===== src/rtl/transpose_block_sequencer_if.sv =====
// Handshake and status bundle between transpose_block_sequencer, its upstream column source,
// the transpose buffer and the downstream row sink.
interface transpose_block_sequencer_if #(
    parameter int unsigned CNT_WIDTH = 16
);
    logic                 col_valid_in;
    logic                 col_ready_out;
    logic                 buf_rst_out;
    logic                 buf_valid_out;
    logic                 buf_row_valid_in;
    logic                 buf_final_row_in;
    logic                 row_valid_out;
    logic                 row_last_out;
    logic                 credit_return_in;
    logic [7:0]           credit_count_out;
    logic [CNT_WIDTH-1:0] block_count_out;
    logic                 busy_out;
    logic                 error_out;

    // Sequencer side
    modport master (
        input  col_valid_in, buf_row_valid_in, buf_final_row_in, credit_return_in,
        output col_ready_out, buf_rst_out, buf_valid_out, row_valid_out, row_last_out,
               credit_count_out, block_count_out, busy_out, error_out
    );

    // Environment side
    modport slave (
        output col_valid_in, buf_row_valid_in, buf_final_row_in, credit_return_in,
        input  col_ready_out, buf_rst_out, buf_valid_out, row_valid_out, row_last_out,
               credit_count_out, block_count_out, busy_out, error_out
    );
endinterface


===== src/rtl/transpose_block_sequencer.sv =====
// Control sequencer for an 8x8 transpose buffer: admits one block of 8 column beats only when
// 8 downstream row credits are reserved, then forwards the 8-row drain to the sink.
module transpose_block_sequencer #(
    parameter int unsigned CREDITS       = 16,
    parameter int unsigned CNT_WIDTH     = 16,
    parameter int unsigned DRAIN_TIMEOUT = 12
) (
    input  logic                        clk_in,
    input  logic                        rst_n_in,
    transpose_block_sequencer_if.master bus
);

    localparam int unsigned DrainW      = $clog2(DRAIN_TIMEOUT + 1);
    localparam logic [7:0]  CreditsInit = 8'(CREDITS);

    typedef enum logic [1:0] {StRst, StIdle, StLoad, StDrain} state_e;

    state_e               state_q, state_d;
    logic                 hold_cnt_q, hold_cnt_d;
    logic [2:0]           col_cnt_q, col_cnt_d;
    logic [2:0]           row_cnt_q, row_cnt_d;
    logic [DrainW-1:0]    drain_cnt_q, drain_cnt_d;
    logic [7:0]           credits_q, credits_d;
    logic [CNT_WIDTH-1:0] blocks_q, blocks_d;
    logic                 error_q, error_d;

    logic       col_ready;
    logic       col_hs;
    logic       row_beat;
    logic       final_beat;
    logic       reserve;
    logic       timeout;
    logic [8:0] credit_sum;

    assign col_ready  = (state_q == StLoad);
    assign col_hs     = bus.col_valid_in && col_ready;
    assign row_beat   = bus.buf_row_valid_in && (state_q == StDrain);
    assign final_beat = row_beat && bus.buf_final_row_in;

    assign bus.col_ready_out    = col_ready;
    assign bus.buf_valid_out    = col_hs;
    assign bus.buf_rst_out      = (state_q == StRst);
    assign bus.row_valid_out    = row_beat;
    assign bus.row_last_out     = final_beat;
    assign bus.credit_count_out = credits_q;
    assign bus.block_count_out  = blocks_q;
    assign bus.busy_out         = (state_q == StLoad) || (state_q == StDrain);
    assign bus.error_out        = error_q;

    always_comb begin
        state_d     = state_q;
        hold_cnt_d  = hold_cnt_q;
        col_cnt_d   = col_cnt_q;
        row_cnt_d   = row_cnt_q;
        drain_cnt_d = drain_cnt_q;
        blocks_d    = blocks_q;
        error_d     = error_q;
        reserve     = 1'b0;
        timeout     = 1'b0;

        case (state_q)
            StRst: begin
                // Hold the buffer in reset for two cycles after entry
                if (hold_cnt_q) begin
                    hold_cnt_d = 1'b0;
                    state_d    = StIdle;
                end else begin
                    hold_cnt_d = 1'b1;
                end
            end
            StIdle: begin
                if ((credits_q >= 8'd8) && !error_q) begin
                    reserve   = 1'b1;
                    col_cnt_d = 3'd0;
                    state_d   = StLoad;
                end
            end
            StLoad: begin
                if (col_hs) begin
                    if (col_cnt_q == 3'd7) begin
                        col_cnt_d   = 3'd0;
                        row_cnt_d   = 3'd0;
                        drain_cnt_d = '0;
                        state_d     = StDrain;
                    end else begin
                        col_cnt_d = col_cnt_q + 3'd1;
                    end
                end
            end
            StDrain: begin
                if (row_beat && (row_cnt_q != 3'd7)) begin
                    row_cnt_d = row_cnt_q + 3'd1;
                end
                if (final_beat) begin
                    blocks_d  = blocks_q + CNT_WIDTH'(1);
                    row_cnt_d = 3'd0;
                    state_d   = StIdle;
                end else if (drain_cnt_q == DrainW'(DRAIN_TIMEOUT - 1)) begin
                    // Buffer never signalled its final row: abandon and re-reset it
                    timeout    = 1'b1;
                    error_d    = 1'b1;
                    hold_cnt_d = 1'b0;
                    row_cnt_d  = 3'd0;
                    state_d    = StRst;
                end else begin
                    drain_cnt_d = drain_cnt_q + DrainW'(1);
                end
            end
            default: state_d = StRst;
        endcase

        if (bus.buf_row_valid_in && (state_q != StDrain)) begin
            error_d = 1'b1;
        end
        if (bus.buf_final_row_in && (row_cnt_q != 3'd7)) begin
            error_d = 1'b1;
        end

        credit_sum = {1'b0, credits_q} + {8'd0, bus.credit_return_in}
                   - (reserve ? 9'd8 : 9'd0);
        credits_d  = credit_sum[7:0];
        if (timeout) begin
            credits_d = CreditsInit;
        end else if (credit_sum > 9'(CREDITS)) begin
            error_d   = 1'b1;
            credits_d = CreditsInit;
        end
    end

    always_ff @(posedge clk_in or negedge rst_n_in) begin
        if (!rst_n_in) begin
            state_q     <= StRst;
            hold_cnt_q  <= 1'b0;
            col_cnt_q   <= 3'd0;
            row_cnt_q   <= 3'd0;
            drain_cnt_q <= '0;
            credits_q   <= CreditsInit;
            blocks_q    <= '0;
            error_q     <= 1'b0;
        end else begin
            state_q     <= state_d;
            hold_cnt_q  <= hold_cnt_d;
            col_cnt_q   <= col_cnt_d;
            row_cnt_q   <= row_cnt_d;
            drain_cnt_q <= drain_cnt_d;
            credits_q   <= credits_d;
            blocks_q    <= blocks_d;
            error_q     <= error_d;
        end
    end

endmodule

===== src/flat_wrapper.sv =====
// flat-port wrapper written by rule: the top's interface ports become plain ports
module transpose_block_sequencer_flat 
#(
    parameter int unsigned CREDITS       = 16,
    parameter int unsigned CNT_WIDTH     = 16,
    parameter int unsigned DRAIN_TIMEOUT = 12
)
  (clk_in, rst_n_in, bus_col_valid_in, bus_buf_row_valid_in, bus_buf_final_row_in, bus_credit_return_in, bus_col_ready_out, bus_buf_rst_out, bus_buf_valid_out, bus_row_valid_out, bus_row_last_out, bus_credit_count_out, bus_block_count_out, bus_busy_out, bus_error_out);
  transpose_block_sequencer_if #(.CNT_WIDTH(CNT_WIDTH)) bus_i ();
  input  logic clk_in;
  input  logic rst_n_in;
  input wire logic [$bits(bus_i.col_valid_in)-1:0] bus_col_valid_in;
  input wire logic [$bits(bus_i.buf_row_valid_in)-1:0] bus_buf_row_valid_in;
  input wire logic [$bits(bus_i.buf_final_row_in)-1:0] bus_buf_final_row_in;
  input wire logic [$bits(bus_i.credit_return_in)-1:0] bus_credit_return_in;
  output wire logic [$bits(bus_i.col_ready_out)-1:0] bus_col_ready_out;
  output wire logic [$bits(bus_i.buf_rst_out)-1:0] bus_buf_rst_out;
  output wire logic [$bits(bus_i.buf_valid_out)-1:0] bus_buf_valid_out;
  output wire logic [$bits(bus_i.row_valid_out)-1:0] bus_row_valid_out;
  output wire logic [$bits(bus_i.row_last_out)-1:0] bus_row_last_out;
  output wire logic [$bits(bus_i.credit_count_out)-1:0] bus_credit_count_out;
  output wire logic [$bits(bus_i.block_count_out)-1:0] bus_block_count_out;
  output wire logic [$bits(bus_i.busy_out)-1:0] bus_busy_out;
  output wire logic [$bits(bus_i.error_out)-1:0] bus_error_out;
  assign bus_i.col_valid_in = bus_col_valid_in;
  assign bus_i.buf_row_valid_in = bus_buf_row_valid_in;
  assign bus_i.buf_final_row_in = bus_buf_final_row_in;
  assign bus_i.credit_return_in = bus_credit_return_in;
  assign bus_col_ready_out = bus_i.col_ready_out;
  assign bus_buf_rst_out = bus_i.buf_rst_out;
  assign bus_buf_valid_out = bus_i.buf_valid_out;
  assign bus_row_valid_out = bus_i.row_valid_out;
  assign bus_row_last_out = bus_i.row_last_out;
  assign bus_credit_count_out = bus_i.credit_count_out;
  assign bus_block_count_out = bus_i.block_count_out;
  assign bus_busy_out = bus_i.busy_out;
  assign bus_error_out = bus_i.error_out;
  transpose_block_sequencer #(.CREDITS(CREDITS), .CNT_WIDTH(CNT_WIDTH), .DRAIN_TIMEOUT(DRAIN_TIMEOUT)) u_core (.clk_in(clk_in), .rst_n_in(rst_n_in), .bus(bus_i));
endmodule

===== config.mk =====
export PLATFORM = sky130hd
export DESIGN_NAME = transpose_block_sequencer_flat
export DESIGN_NICKNAME = d
export VERILOG_FILES = /design/src/rtl/transpose_block_sequencer_if.sv /design/src/rtl/transpose_block_sequencer.sv /design/src/flat_wrapper.sv
export SDC_FILE = /design/constraint.sdc
export NUM_CORES = 1
export LEC_CHECK = 0
export ABC_CLOCK_PERIOD_IN_PS = 5000
export BUFFER_PORTS_ARGS = -buffer_cell sky130_fd_sc_hd__buf_4
export CORE_MARGIN = 3
export CORE_UTILIZATION = 55
export CTS_CLUSTER_DIAMETER = 150
export DETAILED_ROUTE_END_ITERATION = 10
export PLACE_DENSITY_LB_ADDON = 0.3
export SYNTH_ARGS = -nofsm -noshare
export SYNTH_HDL_FRONTEND = slang
export SYNTH_SLANG_ARGS = --single-unit
export TNS_END_PERCENT = 20

===== constraint.sdc =====
create_clock -name clk_in -period 5 [get_ports clk_in]
set_input_delay 0.25 -clock clk_in [delete_from_list [all_inputs] [get_ports clk_in]]
set_output_delay 0.25 -clock clk_in [all_outputs]
set_load 0.005 [all_outputs]

[Yosys cells after proc, flatten, opt, wreduce, memory -nomap -nowiden]
Index checks and enable logic that the tools add are counted.
Word-level totals
  register bits after elaboration: 38
  output and inout bits: 31
  word-level logic and storage cells: 92
Cells by class
  $add $sub $neg: 6
  magnitude comparators: 2
  equality and inequality tests: 16
  muxes and demuxes: 41
  reductions and logical operators: 19
Operators by type and width (number)
  3-bit 2-to-1 mux: 8
  4-bit 2-to-1 mux: 5
  16-bit by 1-bit adder with 16-bit output (second input constant): 1
  8-bit 2-to-1 mux: 2
  1-bit 2-to-1 mux: 15
  2-bit 2-to-1 mux: 6
  2-bit != test (second input constant): 6
  3-bit case mux with 2 select lines: 2
  5-bit AND reduction: 2
  8-bit by 1-bit adder with 9-bit output: 1
  9-bit by 5-bit > comparator with 1-bit output (second input constant): 1
  9-bit subtractor: 1
  8-bit by 4-bit >= comparator with 1-bit output (second input constant): 1
  2-bit case mux with 4 select lines: 1
  4-bit case mux with 2 select lines: 1
  1-bit logical AND: 7
  3-bit by 1-bit adder with 3-bit output (second input constant): 2
  3-bit != test (second input constant): 2
  3-bit AND reduction: 2
  2-bit nonzero test: 3
  4-bit by 1-bit adder with 4-bit output (second input constant): 1
  2-bit equality test (second input constant): 2
  4-bit equality test (second input constant): 1
  2-bit by 1-bit != test with 1-bit output (second input constant): 2
  9 further kinds: 9

[Logic depth before layout (Yosys ltp)]
Gate-level depths: netlist of run 1.
  depth in word-level cells: 9
  gate-level depth with buffers: 14

[Worst setup path after synthesis of run 1]
No wires, ideal clock.
  kind: register -> register
  from: reg u_core.credits_q[4], in the netlist u_core.bus.credit_count_out[4]
  to: reg u_core.error_q, in the netlist u_core.bus.error_out
  library setup time: 139 ps
  arrival time: 2957 ps
  required time: 4861 ps
  path slack: 1904 ps
  cell stages (with the launch flop): 15
  period minus slack after synthesis: 3096 ps
  path through: dfstp_2 -> inv_1 -> ha_1 -> nand2b_1 -> nand2_1 -> a21o_1 -> inv_1 -> nand2_1 -> ha_1 -> ha_1 -> and3b_1 -> a2bb2oi_1 -> mux2i_1 -> o2111ai_1 -> or4_1
On the way
  word-level cells in the longest chain between the ends: 9
  elaborated cells between the ends (all ways): 10
  those cells by class: add/sub (2); order compare (2); mux (5); reduce/logical (1)
RTL lines
  from (decl): RTL line transpose_block_sequencer.sv:23  | logic [7:0] credits_q, credits_d;
  from (signal assigned): RTL line transpose_block_sequencer.sv:137  | credits_q <= CreditsInit;
  from (signal assigned): RTL line transpose_block_sequencer.sv:146  | credits_q <= credits_d;
  8-bit by 4-bit >= comparator with 1-bit output: RTL line transpose_block_sequencer.sv:72  | if ((credits_q >= 8'd8) && !error_q) begin
  1-bit logical AND: RTL line transpose_block_sequencer.sv:72
  1-bit 2-to-1 mux: RTL line transpose_block_sequencer.sv:72
  1-bit 2-to-1 mux: RTL line transpose_block_sequencer.sv:61  | case (state_q)
  4-bit 2-to-1 mux: RTL line transpose_block_sequencer.sv:120  | - (reserve ? 9'd8 : 9'd0);
  9-bit subtractor *: RTL line transpose_block_sequencer.sv:120
  9-bit by 5-bit > comparator with 1-bit output *: RTL line transpose_block_sequencer.sv:124  | end else if (credit_sum > 9'(CREDITS)) begin
  1-bit 2-to-1 mux *: RTL line transpose_block_sequencer.sv:124
  1-bit 2-to-1 mux *: RTL line transpose_block_sequencer.sv:122  | if (timeout) begin
  via u_core.error_d: RTL line transpose_block_sequencer.sv:25  | logic error_q, error_d;
  to (signal assigned): RTL line transpose_block_sequencer.sv:148  | error_q <= error_d;
  to (decl): RTL line transpose_block_sequencer.sv:25
Mark *: on every way through the listed nets, which the timed path passes. The rest lies on a longest branch.
A chain may end at the register's enable or synchronous reset.

[Worst setup path after layout of run 1]
Ends and elaborated chain as after synthesis.

==> results of run 1 <==
## state kept, by name (all words and copies together) (netlist names)
signal and cells:
u_core.bus.block_count_out 16, u_core.bus.credit_count_out 8, u_core.drain_cnt_q 4, u_core.col_cnt_q 3, u_core.row_cnt_q 3, u_core.state_q 2, u_core.bus.error_out 1, u_core.hold_cnt_q 1
## critical path: cells and delay by family, from the launching register on
family / cells / cell delay (ns)
and+or+nand+nor: 5 / 0.87
adders and majority gates: 3 / 0.80
muxes: 1 / 0.24
DFF: 1 / 0.56
AOI/OAI and AO/OA: 3 / 0.57
buffers and inverters: 2 / 0.14
## logic make-up after synthesis
group / share of synthesized area [%]
AO/OA/AOI/OAI: 14.01
adder cells (fa/ha/maj): 13.03
multiplexers: 1.411
flip-flops: 41.31
XOR/XNOR: 7.601
other: 0.1627
AND/OR/NAND/NOR: 18.62
buffers and inverters: 3.854
## timing repair
item / in CTS / in global routing
hold endpoints to repair: 37 / 0
hold buffers: 1 / 0
gates resized for setup: 0 / 0
## per-layer routing
metal | GRT usage, % | up-vias
met5 | 0 | -
met4 | 5.637 | 0
met3 | 6.250 | 6
met2 | 29.66 | 40
met1 | 25.68 | 877
li1 | - | 914
## per-stage QoR
stage	worst slack (ns)	total power [W]
floorplan	1.904	0.0003425
global placement	1.819	0.0003585
detailed placement	1.720	0.0003600
CTS	1.702	0.0005608
global route	1.512	0.0005770
finish	1.696	0.0005555
## layout make-up
class / count / area [sq um]
multi-input combinational: 178 / 1271
sequential: 38 / 952.2
fill: 307 / 1136
timing repair buffer: 37 / 280.3
inverter: 20 / 75.07
clock inverter: 2 / 10.01
tap: 48 / 60.06
clock buffer: 5 / 68.82
## where the power goes
| part | switching (W) | internal, W |
|---|---|---|
| sequential | 0.00000161 | 0.000309 |
| combinational | 0.0000260 | 0.0000185 |
| clock | 0.000107 | 0.0000935 |
| total | 0.000135 | 0.000421 |
## cell usage after synthesis (3+ instances only)
cell,number,area share [%]
dfrtp_1,37,40
nand2_1,24,3.9
a221o_1,3,1.3
and3_1,3,0.81
nor2_1,17,2.8
o22ai_1,5,1.4
xor2_1,7,2.7
a21oi_1,9,2.0
ha_1,24,13
o21ai_0,5,1.1
xnor2_1,13,4.9
nor3_1,4,0.87
nand2b_1,8,2.2
nand3_1,10,2.2
inv_1,20,3.3
## worst min path at each step
stage	depth (start not counted)	slack [ns]	endpoint
2_1_floorplan	0	-0.05	u_core.bus.block_count_out[0]
3_5_place_dp	1	0.24	u_core.bus.credit_count_out[7]
5_1_grt	4	0.42	u_core.bus.error_out
6_report	4	0.36	u_core.bus.error_out
3_3_place_gp	1	0.24	u_core.bus.credit_count_out[7]
4_1_cts	4	0.36	u_core.bus.error_out
==> flow_summary.json, run 1 <==
{
  "synth_edf_count": 0,
  "grt_use_total_pct": 19.14,
  "vias_per_cell": 5.601,
  "drt-met1-wl_mm": 2.129,
  "ff2ff_path_depth": 14,
  "fmax_mhz": 302.6,
  "final_area_sq_um": 2718,
  "syn-cell-area_sq_um": 2305,
  "status": "finished clean",
  "grt_max_degree": 39,
  "crit_chain": "inv_1 > ha_1 > nand2b_1 > nand2_1 > a21o_1 > inv_1 > nand2_1 > ha_1 > ha_1 > and3b_1 > a2bb2oi_1 > mux2i_1 > o2111ai_1 > or4_1",
  "startpoint_type": "register",
  "gp_congestion": 0.8516,
  "area_delta_synth_final_pct": 17.92,
  "r2r_start": "u_core.bus.credit_count_out[4]",
  "cp-endpoint": "u_core.bus.error_out",
  "holdWs_ns": 0.3644,
  "finalSetupViolations": 0,
  "nets": 310,
  "rsz0062_at_grt": "false",
  "path_clk_slew_ns": 0.07,
  "cp.arrival_ns": 3.47,
  "period_minus_slack_ns": 3.304,
  "async_reset_ff_share_pct": 100.0,
  "cpMaxStageDelayCell": "dfstp_2",
  "synth_ff_type": "dfrtp_1",
  "root_buffer": "clkbuf_8",
  "wl_met3_um": 248,
  "portBuffers": 36,
  "clock-sinks": 38,
  "fin_util_pct": 70.52,
  "placed_area_sq_um": 2629,
  "required_ns": 5.17,
  "reg2reg_to": "u_core.bus.error_out",
  "crit_fanout": 4,
  "place_inst": 320,
  "post_synth_num_cell_types": 51,
  "drc_errors": 0,
  "fin_crit_sh_pct": 66.08,
  "ff2ff_setup_slack_ns": 1.70,
  "htree_levels": 2,
  "hpwl_mm": 3.493,
  "crit_type": "register to register",
  "diodes": 0,
  "grt_overflow": 0,
  "die_h_um": 70.74,
  "postCtsSetupRepairBufs": 0,
  "slew_violations": 0,
  "cts_tree": "done",
  "worstSetupEndpointType": "register",
  "ys_ff_latch": 38,
  "worst_hold_path_type": "primary input to register",
  "cpPeakStageDelay_ns": 0.56,
  "powerDensity_nw_per_um2": 204.4,
  "core_area_sq_um": 3854,
  "finalHoldViolCount": 0,
  "min_from": "bus_buf_final_row_in",
  "drt_iter0_markers": 105,
  "top_layer_used": "met4",
  "totalWireLength_mm": 4.628,
  "final_common_cell": "dfrtp_1",
  "die_width_um": 70.74,
  "synthCells": 237,
  "final_layout_size_suffix_gt1_share_pct": 18.21,
  "seq_area_frac_synth_pct": 41.31,
  "fin_setup_tns_ns": 0,
  "crit_start": "u_core.bus.credit_count_out[4]",
  "die_area_sq_um": 5003,
  "yosys_warnings": 0,
  "numCtsBuffers": 5,
  "grt_pass1_vias": 1682,
  "fin_cells": 328,
  "route.met2.wl_mm": 2.202,
  "antenna_found_initial": 0,
  "maxCapViolCount": 0,
  "ir_drop_mv": 0.2207,
  "via_count": 1837,
  "ios": 37,
  "p_leak_nw": 1.382,
  "dr.pass1.iters": 4,
  "clk_path_buf_depth": 2,
  "skew_ns": 0.006496,
  "grt_pass1_wl_mm": 7.645,
  "clkLatencyLatePin_ns": 0.30,
  "avgSynthCellArea_sq_um": 9.725,
  "crit_top_cell": "ha_1",
  "final_cell_mix": "dfrtp_1, buf_4, nand2_1, ha_1, inv_1",
  "ant_nets": 0,
  "num_rows": 22,
  "initial_core_util_pct": 59.81,
  "route.detailed.wl_per_inst_um": 14.11
}
Note: power is estimated with default switching activity, not from simulation.
==> run 2, diff against run 1 <==
--- a/config.mk
+++ b/config.mk
@@ -5,7 +5,7 @@
 export SDC_FILE = /design/constraint.sdc
 export NUM_CORES = 1
 export LEC_CHECK = 0
-export ABC_CLOCK_PERIOD_IN_PS = 5000
+export ABC_CLOCK_PERIOD_IN_PS = 3200
 export BUFFER_PORTS_ARGS = -buffer_cell sky130_fd_sc_hd__buf_4
 export CORE_MARGIN = 3
 export CORE_UTILIZATION = 55
==> constraint.sdc (replaced) <==
create_clock -name clk_in -period 3.2 [get_ports clk_in]
set_input_delay 0.16 -clock clk_in [delete_from_list [all_inputs] [get_ports clk_in]]
set_output_delay 0.16 -clock clk_in [all_outputs]
set_load 0.005 [all_outputs]
==> flow_summary.json, run 2 (synthesis gave the netlist of run 1 again) <==
{
  "die_width_um": 70.74,
  "slew_violations": 0,
  "drt_iter0_markers": 75,
  "ir_drop_mv": 0.2987,
  "finalHoldViolCount": 0,
  "grt_pass1_vias": 1760,
  "grt_use_total_pct": 20.23,
  "sequentialPowerShare_pct": 54.2,
  "die_h_um": 70.74,
  "cp.arrival_ns": 3.27,
  "num_rows": 22,
  "hold_path_depth": 4,
  "cpMaxStageDelayCell": "dfstp_2",
  "grt_max_degree": 39,
  "num-fill-cells": 294,
  "hpwl_mm": 3.593,
  "crit_chain": "inv_2 > ha_1 > nand2b_1 > nand2_1 > a21o_1 > inv_1 > nand2_2 > ha_4 > ha_4 > and3b_1 > a2bb2oi_2 > mux2i_1 > o2111ai_1 > or4_1",
  "htree_levels": 2,
  "drc_errors": 0,
  "crit_top_cell": "ha_4",
  "vias_per_cell": 5.613,
  "fmax_mhz": 321.5,
  "finalSetupViolations": 0,
  "via_count": 1869,
  "fin_util_pct": 73.60,
  "clkPwrFrac_pct": 37.7,
  "ant_nets": 0,
  "reg2reg_to": "u_core.bus.error_out",
  "r2r_start": "u_core.bus.credit_count_out[4]",
  "holdWs_ns": 0.2754,
  "largest_register_ffs": 16,
  "totalWireLength_mm": 4.842,
  "required_ns": 3.36,
  "fin_total_pwr_w": 0.0008924,
  "portBuffers": 36,
  "finalWorstSetupSlack_ns": 0.08921,
  "placed_area_sq_um": 2651,
  "dr.pass1.iters": 4,
  "skew_ns": 0.005595,
  "final_cell_mix": "buf_4, dfrtp_1, nand2_1",
  "cts_tree": "done",
  "cp-endpoint": "u_core.bus.error_out",
  "cpPeakStageDelay_ns": 0.56,
  "p_sw_w": 0.0002055,
  "final_common_cell": "buf_4",
  "sw_frac_of_total_pct": 23.03,
  "clock-sinks": 38,
  "powerDensity_nw_per_um2": 314.6,
  "tightest_slew_ns": 0.5293,
  "comb_power_share_pct": 8.1,
  "clkLatencyLatePin_ns": 0.29,
  "grt_pass1_wl_mm": 8.155,
  "clk_path_buf_depth": 2,
  "crit_fanout": 4,
  "maxCapViolCount": 0,
  "nets": 314,
  "core_area_sq_um": 3854,
  "ios": 37,
  "place_ws_ns": -0.01326,
  "status": "finished clean",
  "ff2ff_path_depth": 14,
  "fin_crit_sh_pct": 97.21,
  "diodes": 0,
  "final_layout_size_suffix_gt1_share_pct": 22.46,
  "antenna_found_initial": 0,
  "die_area_sq_um": 5003,
  "crit_start": "u_core.bus.credit_count_out[4]",
  "ff2ff_setup_slack_ns": 0.09,
  "slew_headroom_pct": 64.44,
  "path_clk_slew_ns": 0.07,
  "startpoint_type": "register",
  "min_from": "bus_buf_final_row_in",
  "final_area_sq_um": 2836,
  "p_int_w": 0.0006869,
  "initial_core_util_pct": 59.81,
  "numCtsBuffers": 5,
  "period_minus_slack_ns": 3.111,
  "crit_type": "register to register",
  "route.detailed.wl_per_inst_um": 14.54,
  "gp_congestion": 0.8623,
  "p_leak_nw": 1.408,
  "area_delta_synth_final_pct": 23.07,
  "worst_hold_path_type": "primary input to register",
  "grt_overflow": 0,
  "worstSetupEndpointType": "register",
  "root_buffer": "clkbuf_8"
}
## run 2: cell type report
type,count,area [sq um],area share [%]
inverter,20,75.07,2.647
timing repair buffer,41,310.3,10.94
tap,48,60.06,2.117
clock buffer,7,86.33,3.044
clock inverter,1,5.005,0.1764
sequential,38,952.2,33.57
multi-input combinational,178,1348,47.51
## run 2: layer usage
| metal | global-route usage (%) | vias up | share of wire (%) |
|---|---|---|---|
| met4 | 6.472 | 0 | 0.83 |
| met3 | 4.261 | 4 | 3.9 |
| met1 | 26.81 | 901 | 45 |
| met2 | 33.16 | 36 | 50 |
| li1 | - | 928 | - |
| met5 | 0 | - | 0 |
## run 2: worst min path at each step
stage | end | slack, ns
3_5_place_dp | u_core.bus.credit_count_out[5] | 0.15
2_1_floorplan | u_core.bus.block_count_out[0] | -0.14
5_1_grt | u_core.bus.error_out | 0.34
4_1_cts | u_core.bus.error_out | 0.26
6_report | u_core.bus.error_out | 0.28
3_3_place_gp | u_core.bus.credit_count_out[5] | 0.15
## run 2: worst max-delay path, delay by kind of cell, from the launching register on
family	cells	cell delay (ns)
buffers and inverters	2	0.11
adders and majority gates	3	0.66
AOI/OAI and AO/OA	3	0.48
DFF	1	0.56
and+or+nand+nor	5	0.90
muxes	1	0.26
## run 2: per-stage QoR
| stage | TNS (ns) | cells |
|---|---|---|
| 4_1_cts | 0 | 332 |
| 3_5_place_dp | -0.01326 | 323 |
| 6_report | 0 | 333 |
| 3_3_place_gp | 0 | 323 |
| 2_1_floorplan | 0 | 239 |
| 5_1_grt | -0.02020 | 333 |
## run 2: power groups by stage
stage	Sequential, W	Combinational [W]	Clock (W)
after CTS	0.000484	0.0000716	0.000345
after global placement	0.000493	0.0000690	0
final	0.000484	0.0000722	0.000336
after detailed placement	0.000493	0.0000698	0
after floorplan	0.000494	0.0000414	0
after global routing	0.000484	0.0000816	0.000364
## run 2: what timing repair did
action | in CTS | in global routing
setup buffers | 0 | 1
endpoints found under the setup margin | 1 | 5
pin swaps | 0 | 4
hold buffers | 1 | 0
gates resized for setup | 1 | 10
endpoints found under the hold margin | 37 | 0
==> run 3, diff against run 2 <==
--- a/config.mk
+++ b/config.mk
@@ -5,7 +5,7 @@
 export SDC_FILE = /design/constraint.sdc
 export NUM_CORES = 1
 export LEC_CHECK = 0
-export ABC_CLOCK_PERIOD_IN_PS = 3200
+export ABC_CLOCK_PERIOD_IN_PS = 3700
 export BUFFER_PORTS_ARGS = -buffer_cell sky130_fd_sc_hd__buf_4
 export CORE_MARGIN = 3
 export CORE_UTILIZATION = 55
==> constraint.sdc (replaced) <==
create_clock -name clk_in -period 3.7 [get_ports clk_in]
set_input_delay 0.185 -clock clk_in [delete_from_list [all_inputs] [get_ports clk_in]]
set_output_delay 0.185 -clock clk_in [all_outputs]
set_load 0.005 [all_outputs]
==> flow_summary.json, run 3 (synthesis gave the netlist of run 1 again) <==
{
  "htree_levels": 2,
  "nets": 310,
  "fin_total_pwr_w": 0.0007762,
  "antenna_found_initial": 0,
  "drc_errors": 0,
  "fin_setup_tns_ns": 0,
  "fmax_mhz": 298.9,
  "crit_fanout": 4,
  "diodes": 0,
  "ios": 37,
  "largest_register_ffs": 16,
  "sw_frac_of_total_pct": 23.68,
  "die_width_um": 70.74,
  "fin_crit_sh_pct": 90.41,
  "worst_hold_path_type": "primary input to register",
  "min_from": "bus_buf_final_row_in",
  "grt_pass1_wl_mm": 7.714,
  "die_area_sq_um": 5003,
  "slew_headroom_pct": 63.65,
  "final_layout_size_suffix_gt1_share_pct": 18.15,
  "tightest_slew_ns": 0.5410,
  "p_sw_w": 0.0001838,
  "num_rows": 22,
  "grt_use_total_pct": 19.36,
  "comb_power_share_pct": 7.7,
  "gp_congestion": 0.8511,
  "totalWireLength_mm": 4.647,
  "skew_ns": 0.008174,
  "crit_type": "register to register",
  "fin_util_pct": 70.84,
  "finalSetupViolations": 0,
  "grt_overflow": 0,
  "ff2ff_setup_slack_ns": 0.35,
  "area_delta_synth_final_pct": 18.46,
  "path_clk_slew_ns": 0.08,
  "place_inst": 320,
  "portBuffers": 36,
  "rsz0062_at_grt": "false",
  "die_h_um": 70.74,
  "final_cell_mix": "dfrtp_1, buf_4, nand2_1, ha_1, inv_1",
  "clock-sinks": 38,
  "hpwl_mm": 3.444,
  "core_area_sq_um": 3854,
  "root_buffer": "clkbuf_8",
  "via_count": 1854,
  "cp.arrival_ns": 3.51,
  "vias_per_cell": 5.635,
  "r2r_start": "u_core.bus.credit_count_out[4]",
  "ant_nets": 0,
  "final_area_sq_um": 2730,
  "numCtsBuffers": 5,
  "placed_area_sq_um": 2629,
  "clk_path_buf_depth": 2,
  "period_minus_slack_ns": 3.345,
  "fin_cells": 329,
  "final_common_cell": "dfrtp_1",
  "clkLatencyLatePin_ns": 0.29,
  "finalHoldViolCount": 0,
  "drt_iter0_markers": 83,
  "required_ns": 3.87,
  "p_int_w": 0.0005924,
  "initial_core_util_pct": 59.81,
  "ir_drop_mv": 0.2931,
  "grt_pass1_vias": 1673,
  "maxCapViolCount": 0,
  "crit_start": "u_core.bus.credit_count_out[4]",
  "grt_max_degree": 39,
  "cts_repair_resize_count": 0,
  "slew_violations": 0,
  "worstSetupEndpointType": "register",
  "clkPwrFrac_pct": 38.3,
  "powerDensity_nw_per_um2": 284.3,
  "dr.pass1.iters": 4,
  "startpoint_type": "register",
  "route.detailed.wl_per_inst_um": 14.12,
  "status": "finished clean",
  "cts_tree": "done",
  "p_leak_nw": 1.386,
  "sequentialPowerShare_pct": 54.0
}
[run 3: through the flow]
step / hold WS (ns) / worst slack, ns
final: 0.3105 / 0.3548
after global routing: 0.3603 / 0.1955
after CTS: 0.3011 / 0.3622
after detailed placement: 0.1795 / 0.3762
after global placement: 0.1782 / 0.5194
after floorplan: -0.1106 / 0.6041
[run 3: critical path: stages (launching register included)]
cell	delay, ns
dfstp_2	0.55
inv_1	0.06
ha_1	0.18
nand2b_1	0.08
nand2_1	0.06
a21o_1	0.22
inv_1	0.07
nand2_1	0.05
ha_1	0.28
ha_1	0.33
and3b_1	0.19
a2bb2oi_1	0.19
mux2i_1	0.27
o2111ai_1	0.19
or4_1	0.49
[run 3: power by group through the flow]
stage / sequential (W) / clock [W] / combinational [W]
floorplan: 0.000427 / 0 / 0.0000358
global placement: 0.000427 / 0 / 0.0000574
CTS: 0.000419 / 0.000301 / 0.0000600
detailed placement: 0.000427 / 0 / 0.0000587
global route: 0.000420 / 0.000316 / 0.0000668
finish: 0.000419 / 0.000297 / 0.0000600
[run 3: area by class of cell]
cell class	count	area, sq um
multi-input cells	178	1271
fillers	309	1124
flip-flops and latches	38	952.2
repair buffers	37	280.3
clock buffers	7	86.33
inverters	20	75.07
well taps	48	60.06
clock inverters	1	5.005
[run 3: path summary, 6_finish.rpt]
path / cells after the start / end
max: 14 / u_core.bus.error_out
max reg2reg: 14 / u_core.bus.error_out
min: 4 / u_core.bus.error_out
max in group asynchronous: 2 / u_core.bus.credit_count_out[4]
min in group asynchronous: 2 / u_core.bus.credit_count_out[5]
min reg2reg: 1 / u_core.bus.block_count_out[15]
[run 3: repair_timing]
action	in CTS	in global routing
endpoints found under the hold margin	37	0
endpoints found under the setup margin	0	0
setup buffers	0	0
hold buffers	1	0
[run 3: routing by layer]
layer / wire length, um / global-route usage (%) / up-vias
li1: - / - / 921
met4: 78 / 5.637 / 0
met5: 0 / 0 / -
met1: 2186 / 26.15 / 895
met3: 181 / 5.824 / 7
met2: 2200 / 30.18 / 31
